[config.mk]
export PLATFORM = sky130hd
export DESIGN_NAME = request_unit
export DESIGN_NICKNAME = d
export VERILOG_FILES = /design/src/rtl/request_pkg.sv /design/src/rtl/req_watchdog.sv /design/src/rtl/request_unit.sv
export SDC_FILE = /design/constraint.sdc
export NUM_CORES = 1
export LEC_CHECK = 0
export CAP_MARGIN = 20
export CORE_MARGIN = 8
export CORE_UTILIZATION = 36
export DETAILED_ROUTE_END_ITERATION = 16
export GPL_TIMING_DRIVEN = 1
export PLACE_DENSITY = 0.89
export SYNTH_ARGS = -nofsm -noshare
export SYNTH_HDL_FRONTEND = slang
export SYNTH_SLANG_ARGS = --single-unit
export TNS_END_PERCENT = 10
[constraint.sdc]
create_clock -name clk -period 2.26 [get_ports clk]
set_clock_uncertainty 0.1 [all_clocks]
set_input_delay 0.339 -clock clk [delete_from_list [all_inputs] [get_ports clk]]
set_output_delay 0.339 -clock clk [all_outputs]
set_load 0.005 [all_outputs]
[src/rtl/request_pkg.sv]
// Shared types and constants for the memory request unit.
package request_pkg;

    typedef enum logic [1:0] {
        FETCH = 2'd0,
        EXEC  = 2'd1,
        DATA  = 2'd2,
        WB    = 2'd3
    } req_state_t;

    localparam logic [31:0] NOP_INSTR = 32'h0000_0013;

endpackage

[src/rtl/req_watchdog.sv]
// Saturating wait-cycle counter that flags a stalled RAM access.
module req_watchdog #(
    parameter int TIMEOUT = 255
) (
    input  logic clk,
    input  logic clear,
    input  logic enable,
    output logic expired
);

    localparam int            CW    = (TIMEOUT > 0) ? $clog2(TIMEOUT + 1) : 1;
    localparam logic [CW-1:0] LIMIT = CW'((TIMEOUT > 0) ? TIMEOUT - 1 : 0);
    localparam logic [CW-1:0] SAT   = CW'(TIMEOUT);

    logic [CW-1:0] cnt;

    always_ff @(posedge clk) begin
        if (clear)
            cnt <= '0;
        else if (enable && cnt != SAT)
            cnt <= cnt + 1'b1;
    end

    // Fires during the TIMEOUT-th waiting cycle so the state is left right after it.
    assign expired = (TIMEOUT > 0) && enable && (cnt >= LIMIT);

endmodule

[src/rtl/request_unit.sv]
// Serialises instruction fetch and data access onto a single RAM port and
// holds the fetched instruction stable while the core executes it.
module request_unit
    import request_pkg::*;
#(
    parameter int          TIMEOUT = 255,
    parameter logic [31:0] NOP     = NOP_INSTR
) (
    input  logic        clk,
    input  logic        nRST,
    input  logic [31:0] imemaddr,
    output logic [31:0] imemload,
    output logic        i_ready,
    input  logic [31:0] dmmaddr,
    input  logic [31:0] dmmstore,
    input  logic        dmmRen,
    input  logic        dmmWen,
    output logic [31:0] dmmload,
    output logic        d_ready,
    output logic [31:0] ramaddr,
    output logic [31:0] ramstore,
    output logic        ramRen,
    output logic        ramWen,
    input  logic [31:0] ramload,
    input  logic        ram_ack,
    output logic        err
);

    req_state_t state, state_nxt;
    logic       mem_req;
    logic       wd_en, wd_clr, wd_expired;

    assign mem_req = dmmRen | dmmWen;
    assign wd_en   = ((state == FETCH) || (state == DATA)) && !ram_ack;
    assign wd_clr  = nRST || (state_nxt != state);

    req_watchdog #(.TIMEOUT(TIMEOUT)) u_watchdog (
        .clk     (clk),
        .clear   (wd_clr),
        .enable  (wd_en),
        .expired (wd_expired)
    );

    always_ff @(posedge clk) begin
        if (nRST)
            state <= FETCH;
        else
            state <= state_nxt;
    end

    always_comb begin
        state_nxt = state;
        case (state)
            FETCH: if (ram_ack || wd_expired) state_nxt = EXEC;
            EXEC:  state_nxt = mem_req ? DATA : FETCH;
            DATA: begin
                if (ram_ack)
                    state_nxt = WB;
                else if (wd_expired)
                    state_nxt = FETCH;
            end
            WB:    state_nxt = FETCH;
            default: state_nxt = FETCH;
        endcase
    end

    // An aborted fetch substitutes NOP so the core still retires a harmless instruction.
    always_ff @(posedge clk) begin
        if (nRST) begin
            imemload <= NOP;
            dmmload  <= '0;
            err      <= 1'b0;
        end else begin
            if (state == FETCH) begin
                if (ram_ack)
                    imemload <= ramload;
                else if (wd_expired)
                    imemload <= NOP;
            end
            if (state == DATA && ram_ack && !dmmWen)
                dmmload <= ramload;
            if (wd_expired)
                err <= 1'b1;
        end
    end

    // Reset gates every strobe combinationally so an in-flight access drops at once.
    always_comb begin
        ramaddr  = '0;
        ramstore = '0;
        ramRen   = 1'b0;
        ramWen   = 1'b0;
        i_ready  = 1'b0;
        d_ready  = 1'b0;
        if (!nRST) begin
            case (state)
                FETCH: begin
                    ramRen  = 1'b1;
                    ramaddr = {imemaddr[31:2], 2'b00};
                end
                EXEC: i_ready = !mem_req;
                DATA: begin
                    ramaddr  = {dmmaddr[31:2], 2'b00};
                    ramstore = dmmstore;
                    ramWen   = dmmWen;
                    ramRen   = !dmmWen;
                end
                WB: begin
                    i_ready = 1'b1;
                    d_ready = 1'b1;
                end
                default: ;
            endcase
        end
    end

endmodule
Word level (Yosys, flattened, before mapping)

Cells that the tools add are included.

Bits in registers: 75
Bits of input ports: 133
Output and inout port bits: 133
Logic and storage cells: 46

$add $sub $neg: 1
$lt $le $gt $ge: 1
Eq/ne operators: 5
Muxes and demuxes: 19
Bitwise logic cells: 1
Reduce and logical (&&, ||, !) cells: 14

Operators by type and width:

| operator                                                         | number |
|---|---|
| 32-bit 2-to-1 mux                                                | 5 |
| 32-bit one-hot mux with 2 select lines                           | 1 |
| 8-bit by 1-bit adder with 8-bit output (second input constant)   | 1 |
| 8-bit greater-or-equal comparator (second input constant)        | 1 |
| 2-bit 2-to-1 mux                                                 | 4 |
| 8-bit inequality test (second input constant)                    | 1 |
| 2-bit one-hot mux with 4 select lines                            | 1 |
| 1-bit 2-to-1 mux                                                 | 6 |
| 1-bit logical AND                                                | 5 |
| 2-bit == test (second input constant)                            | 2 |
| 1-bit one-hot mux with 2 select lines                            | 2 |
| 1-bit logical NOT                                                | 3 |
| 1-bit logical OR                                                 | 3 |
| 2-bit by 1-bit == test with 1-bit output (second input constant) | 1 |
| 2-bit logical NOT                                                | 1 |
| 2-bit inequality test                                            | 1 |
| 2-bit AND reduction                                              | 1 |
| 2-bit nonzero test                                               | 1 |
| 1-bit OR                                                         | 1 |

Logic depth before layout (Yosys ltp)

Gate-level depths: netlist of the first run.

Word-level depth: 9
Mapped depth: 7
Depth with buffers taken out: 5

Hierarchy

A second synthesis of the first run with hierarchy kept.

Cell total of the unflattened synthesis: 397
Area, all modules: 3448.3 um^2

Modules (own cells, without submodules):

| module       | instances | cells each | area an instance (um^2) | seq. area each (um^2) |
|---|---|---|---|---|
| request_unit | 1         | 347        | 2991.6                  | 1341.3 |
| req_watchdog | 1         | 50         | 456.7                   | 160.2 |

Least setup slack after synthesis of the first run

Ideal clock, no wire load.

Kind: reg2reg
From: register u_watchdog.cnt[0]
To: register imemload[21]
Setup time: 0.101 ns
Arrival time: 1.436 ns
Required time: 2.059 ns
Path slack: 0.623 ns
Stages on the path, launching flop included: 8
Buffers on the path: 2
Period minus slack after synthesis: 1.637 ns
Path through: dfxtp_1 inv_1 ha_1 nor2_2 nor3_1 buf_2 buf_6 o41ai_1

Longest elaborated chain between the ends: 4

RTL lines:

| element                              | RTL line           | text |
|---|---|---|
| start, declared                      | req_watchdog.sv:15 | `logic [CW-1:0] cnt;` |
| start signal, assigned               | req_watchdog.sv:21 | `cnt <= cnt + 1'b1;` |
| 8-bit greater-or-equal comparator    | req_watchdog.sv:25 | `assign expired = (TIMEOUT > 0) && enable && (cnt >= LIMIT);` |
| 1-bit logical AND                    | req_watchdog.sv:25 |  |
| 2-bit nonzero test (no source line)  | --                 |  |
| 2-bit AND reduction (no source line) | --                 |  |
| end signal, assigned                 | request_unit.sv:76 | `imemload <= ramload;` |
| end, declared                        | request_unit.sv:12 | `output logic [31:0] imemload,` |

No other way between the ends.
A chain may end at the register's enable or synchronous reset.

Worst setup path in the final report of the first run

From: register state[1]
To: output port ramaddr[5]

Longest elaborated chain between the ends: 3
Elaborated cells on any way between the ends: 4
Those cells by class: eq/ne: 1; mux: 2; reduce/logical: 1

RTL lines:

| element                                            | RTL line           | text |
|---|---|---|
| start, declared                                    | request_unit.sv:29 | `req_state_t state, state_nxt;` |
| start signal, assigned                             | request_unit.sv:48 | `state <= state_nxt;` |
| 2-bit == test or 2-bit logical NOT (tied branches) | request_unit.sv:96 | `case (state)` |
| 32-bit one-hot mux with 2 select lines *           | request_unit.sv:96 |  |
| 32-bit 2-to-1 mux *                                | request_unit.sv:95 | `if (!nRST) begin` |
| end, declared                                      | request_unit.sv:20 | `output logic [31:0] ramaddr,` |

Every way passes the cells marked *; elsewhere a longest branch is shown, timed or not.

==> results of run 1 <==
stage by stage:
step                cells  setup slack (ns)  setup TNS (ns)  util, %
floorplan             476             0.623               0        -
global placement      847            0.0451               0     62.5
detailed placement    847            0.0238               0     62.5
CTS                   864           0.00144               0     64.6
global route          864           -0.0454          -0.216     65.0
finish                864            0.0224               0     65.0
power by group:
part / internal (mW) / switching (mW) / leakage (nW)
combinational: 0.489 / 0.323 / 2.14
clock: 0.736 / 0.507 / 0.117
sequential: 1.38 / 0.0525 / 0.612
total: 2.61 / 0.882 / 2.87
worst register-to-register path, delay by kind of cell, from the launching register on:
| family | cells | cell delay (ns) |
|---|---|---|
| AOI/OAI and AO/OA | 2 | 0.44 |
| buffers and inverters | 2 | 0.34 |
| and+or+nand+nor | 1 | 0.53 |
| DFF | 1 | 0.42 |
placed cells by master (no fill, tap or decap), types with 2 or more instances in the layout:
cell / count
clkbuf_8: 9
nor3_1: 9
dlygate4sd2_1: 23
o41ai_1: 29
dlymetal6s2s_1: 12
nand4bb_1: 2
o32ai_1: 4
conb_1: 2
inv_1: 32
a21oi_1: 38
clkdlybuf4s50_1: 223
nand2_1: 67
a32oi_1: 29
a211oi_1: 2
a31oi_1: 2
o211a_1: 2
dfxtp_1: 74
and4_1: 4
buf_12: 5
and3_1: 35
ha_1: 2
buf_4: 18
nor2_1: 35
mux2i_1: 29
nor4_1: 2
o21a_1: 2
bufinv_16: 3
registers in the layout, summed over array words and instances, names as in the netlist:
name	cells
u_watchdog.cnt	8
dmmload	32
err	1
state	2
imemload	32
layout make-up:
class	instances	area (um^2)
Fill cell	863	3740
Timing Repair Buffer	283	2840
Multi-Input combinational cell	318	2080
Sequential cell	75	1510
Tap cell	140	175
Clock buffer	10	128
Inverter	32	120
Clock inverter	6	111
worst paths after layout:
path,from,to,cells after the start,slack (ns)
max reg2reg,state[1],imemload[15],5,0.32
min reg2reg,dmmload[12],dmmload[12],2,0.36
max,state[1],ramaddr[5],4,0.02
min,nRST,state[1],2,0.25
cell families after synthesis:
logic type,count (synthesis),share of synthesized area (%)
and+or+nand+nor,171,21.8
AOI/OAI and AO/OA,113,21.9
buffers and inverters,83,9.23
DFF,75,38.6
muxes,30,7.72
adders and majority gates,2,0.643
other,1,0.0964
per-layer routing:
| metal | GRT usage, % | up-vias | share of wire, % |
|---|---|---|---|
| met4 | 9.45 | 0 | 3.6 |
| met3 | 8.92 | 39 | 9.7 |
| met1 | 22.7 | 2202 | 35 |
| met5 | 0 | - | 0 |
| li1 | - | 2202 | - |
| met2 | 42.4 | 232 | 51 |
what timing repair did:
item	4_1_cts	5_1_grt
resized for setup	26	15
setup endpoints to repair	66	45
setup buffers	1	0
pin swaps	0	1
==> impl_metrics.env, run 1 <==
export IMPL_cts_root_buffer="clkbuf_8"
export IMPL_synth_ff_type="dfxtp_1"
export IMPL_antenna_found_initial=0
export IMPL_critPathBufInv=2
export IMPL_dieArea_mm2=0.0144
export IMPL_ys_seq_area_share_pct=38.6
export IMPL_area_growth_pct=78.9
export IMPL_tightest_slew_ns=0.596
export IMPL_hpwl_um=14000
export IMPL_synth_most_common_cell="dfxtp_1"
export IMPL_port_buffers=259
export IMPL_pin_count=266
export IMPL_hold_viol=0
export IMPL_synth_top_cells_by_count="75 x dfxtp_1, 67 x nand2_1, 38 x a21oi_1, 36 x nor2_1, 35 x and3_1"
export IMPL_rsz0062_at_grt="true"
export IMPL_total_power_mw=3.49
export IMPL_cts_htree_levels=3
export IMPL_cts_sinks=75
export IMPL_path_class="reg -> out"
export IMPL_arrival_ns=1.80
export IMPL_syn_area_mm2=0.00389
export IMPL_fin_crit_sh_pct=99.0
export IMPL_hold_path_class="in -> reg"
export IMPL_drc=0
export IMPL_ir_drop_mv=0.336
export IMPL_antenna_left=0
export IMPL_ys_async_sr_fraction_pct=0
export IMPL_whs_ns=0.248
export IMPL_yosysTopAreaCellShare_pct=38.6
export IMPL_dieHeight_um=120
export IMPL_grt_max_degree=59
export IMPL_yosysUniqueCellTypes=44
export IMPL_ctsHoldBuffers=0
export IMPL_num_antenna_cells=0
export IMPL_synth_cells=475
export IMPL_initial_core_util_pct=36.4
export IMPL_wl_per_cell_um=20.2
export IMPL_synthTopCellsByArea="dfxtp_1 39%, mux2i_1 7.7%, a32oi_1 6.5%"
export IMPL_slowest_stage="dfxtp_4"
export IMPL_worst_setup_path_end_kind="output pin"
export IMPL_drive_above_1_share_pct=7.32
export IMPL_gp_congestion=0.939
export IMPL_core_mm2=0.0107
export IMPL_track_usage_pct=23.0
export IMPL_start_kind="flop"
export IMPL_grt_pass1_wl_um=26200
export IMPL_leakage_nw=2.87
export IMPL_crit_required_ns=1.82
export IMPL_outcome="complete, no violations"
export IMPL_clockBufferDepth=2
export IMPL_die_w_um=120
export IMPL_yosysWarningCount=0
export IMPL_synth_seq_cells=75
export IMPL_path_max_fanout=23
export IMPL_clk_pin_slew_ns=0.07
export IMPL_cpLargestDelayFamily="buffers and inverters"
export IMPL_yosysTopAreaCell="dfxtp_1"
export IMPL_wl_um=17400
export IMPL_final_cell_area_mm2=0.00696
export IMPL_setup_viol=0
export IMPL_slew_headroom_pct=60.3
export IMPL_path_cells="buf_4 -> mux2i_1 -> nor2_1 -> clkdlybuf4s50_1"
export IMPL_finalCriticalPeriod_ns=2.24
export IMPL_cts_tree="yes"
export IMPL_first_global_vias=4705
export IMPL_syn_area_per_cell_um2=8.19
export IMPL_insertion_delay_ns=0.34
export IMPL_max_stage_delay_ns=0.48
export IMPL_vias=4675
export IMPL_power_density_mw_per_mm2=501
export IMPL_synth_edf_count=0
export IMPL_max_cap_viol_count=0
export IMPL_place_area_mm2=0.00668
export IMPL_viasPerCell=5.41
export IMPL_drtPass1Iterations=4
export IMPL_row_count=38
export IMPL_cts_buffers=9
export IMPL_overflow=0
export IMPL_final_nets=854
export IMPL_slew_viol_final=0
export IMPL_first_iter_violations=428
export IMPL_max_freq_mhz=447
Note: power is estimated with default switching activity, not from simulation.
==> run 2, diff against run 1 <==
--- a/config.mk
+++ b/config.mk
@@ -7,10 +7,11 @@
 export LEC_CHECK = 0
 export CAP_MARGIN = 20
 export CORE_MARGIN = 8
-export CORE_UTILIZATION = 36
+export CORE_UTILIZATION = 50
 export DETAILED_ROUTE_END_ITERATION = 16
+export DONT_BUFFER_PORTS = 1
 export GPL_TIMING_DRIVEN = 1
-export PLACE_DENSITY = 0.89
+export PLACE_DENSITY = 0.72
 export SYNTH_ARGS = -nofsm -noshare
 export SYNTH_HDL_FRONTEND = slang
 export SYNTH_SLANG_ARGS = --single-unit
==> impl_metrics.env, run 2 (synthesis results as in run 1) <==
export IMPL_first_iter_violations=269
export IMPL_insertion_delay_ns=0.35
export IMPL_drc=0
export IMPL_cp_depth=2
export IMPL_core_mm2=0.00765
export IMPL_cts_setup_buffers=0
export IMPL_antenna_found_initial=3
export IMPL_vias=3691
export IMPL_track_usage_pct=25.1
export IMPL_p_sw_share_pct=26.0
export IMPL_path_class="reg -> out"
export IMPL_hold_path_class="in -> reg"
export IMPL_path_max_fanout=31
export IMPL_power_share_combinational_pct=11.8
export IMPL_clockBufferDepth=2
export IMPL_power_density_mw_per_mm2=691
export IMPL_top_regs="dmmload x32, imemload x32, u_watchdog.cnt x8"
export IMPL_most_common_layout_cells="74 x dfxtp_1, 67 x nand2_1, 38 x a21oi_1, 35 x nor2_1, 35 x and3_1"
export IMPL_cts_buffers=9
export IMPL_cts_htree_levels=3
export IMPL_cpLargestDelayFamily="simple AND/OR/NAND/NOR gates"
export IMPL_max_freq_mhz=477
export IMPL_leakage_nw=1.61
export IMPL_tightest_slew_ns=0.602
export IMPL_fin_crit_sh_pct=92.7
export IMPL_max_cap_viol_count=0
export IMPL_dieArea_mm2=0.0109
export IMPL_ir_drop_mv=0.367
export IMPL_hold_depth=2
export IMPL_slew_viol_final=0
export IMPL_dieHeight_um=104
export IMPL_port_buffers=0
export IMPL_hold_viol=0
export IMPL_grt_max_degree=65
export IMPL_pin_count=266
export IMPL_rr_worst_depth=6
export IMPL_start_kind="flop"
export IMPL_total_power_mw=3.07
export IMPL_regArea_mm2=0.00150
export IMPL_setup_viol=0
export IMPL_wl_um=14700
export IMPL_finalCriticalPeriod_ns=2.10
export IMPL_die_w_um=104
export IMPL_worst_setup_path_end_kind="output pin"
export IMPL_p_seq_share_pct=47.4
export IMPL_slew_headroom_pct=59.8
export IMPL_cts_tree="yes"
export IMPL_crit_required_ns=1.82
export IMPL_row_count=32
export IMPL_outcome="complete, no violations"
export IMPL_max_stage_delay_ns=0.56
export IMPL_rsz0062_at_grt="false"
export IMPL_overflow=0
export IMPL_p_switching_uw=796
export IMPL_finalSetupTns_ns=0
export IMPL_final_nets=606
export IMPL_arrival_ns=1.66
export IMPL_multi_input_area_mm2=0.00206
export IMPL_initial_core_util_pct=50.9
export IMPL_slowest_stage="or2_2"
export IMPL_area_growth_pct=14.1
export IMPL_final_common_cell="dfxtp_1"
export IMPL_clock_power_share_pct=40.8
export IMPL_grt_pass1_wl_um=21600
export IMPL_drtPass1Iterations=5
export IMPL_nFillCells=659
export IMPL_wl_per_cell_um=25.3
export IMPL_critPathBufInv=0
export IMPL_cts_sinks=75
export IMPL_viasPerCell=6.35
export IMPL_clk_pin_slew_ns=0.09
export IMPL_path_cells="or2_2 -> nor2_1"
export IMPL_gp_congestion=0.874
export IMPL_first_global_vias=3463
export IMPL_drive_above_1_share_pct=7.98
export IMPL_cts_root_buffer="clkbuf_8"
export IMPL_hpwl_um=10900
export IMPL_antenna_left=0
export IMPL_internal_power_mw=2.27
==> run 2: repair_timing <==
action                     in CTS  in global routing
hold endpoints to repair       62                  3
setup endpoints to repair       0                 15
gates resized for setup         0                  1
hold buffers                   22                  3
==> run 2: per-layer routing <==
| metal | track usage [%] | share of wire [%] | vias to the layer above |
|---|---|---|---|
| met1 | 23.7 | 34 | 1748 |
| met3 | 13.2 | 12 | 26 |
| met2 | 44.6 | 52 | 203 |
| met4 | 10.7 | 2.9 | 0 |
| met5 | 0 | 0 | - |
| li1 | - | - | 1714 |
==> run 2: power groups by stage <==
stage | Sequential [mW] | Clock (mW) | Combinational (mW)
2_1_floorplan | 1.45 | 0 | 0.273
3_3_place_gp | 1.48 | 0 | 0.280
3_5_place_dp | 1.48 | 0 | 0.288
4_1_cts | 1.45 | 1.26 | 0.352
5_1_grt | 1.46 | 1.32 | 0.395
6_report | 1.45 | 1.25 | 0.363
==> run 2: metrics by stage <==
step	instances	hold slack (ns)	instance area [um^2]	setup slack (ns)	utilization, %
after floorplan	476	0.353	3890	0.623	-
after global placement	536	0.316	3890	0.559	50.9
after detailed placement	536	0.318	3890	0.443	50.9
after CTS	574	0.000278	4370	0.114	57.1
after global routing	581	0.00423	4440	0.0680	58.0
final	581	0.0113	4440	0.164	58.0
==> run 2: worst paths after layout <==
kind | from | end | slack (ns)
worst max-delay path | state[0] | ramaddr[3] | 0.16
worst min register to register | dmmload[20] | dmmload[20] | 0.38
worst max register to register | u_watchdog.cnt[0] | imemload[10] | 0.42
worst min-delay path | ramload[29] | imemload[29] | 0.01
==> run 2: final cells by class <==
class | instances | area share (%)
antenna | 3 | 0.169
clock buffer | 10 | 2.88
clock inverter | 6 | 2.51
inverter | 32 | 2.71
multi-input combinational | 318 | 46.5
sequential | 75 | 33.9
tap | 102 | 2.88
timing repair buffer | 35 | 8.46
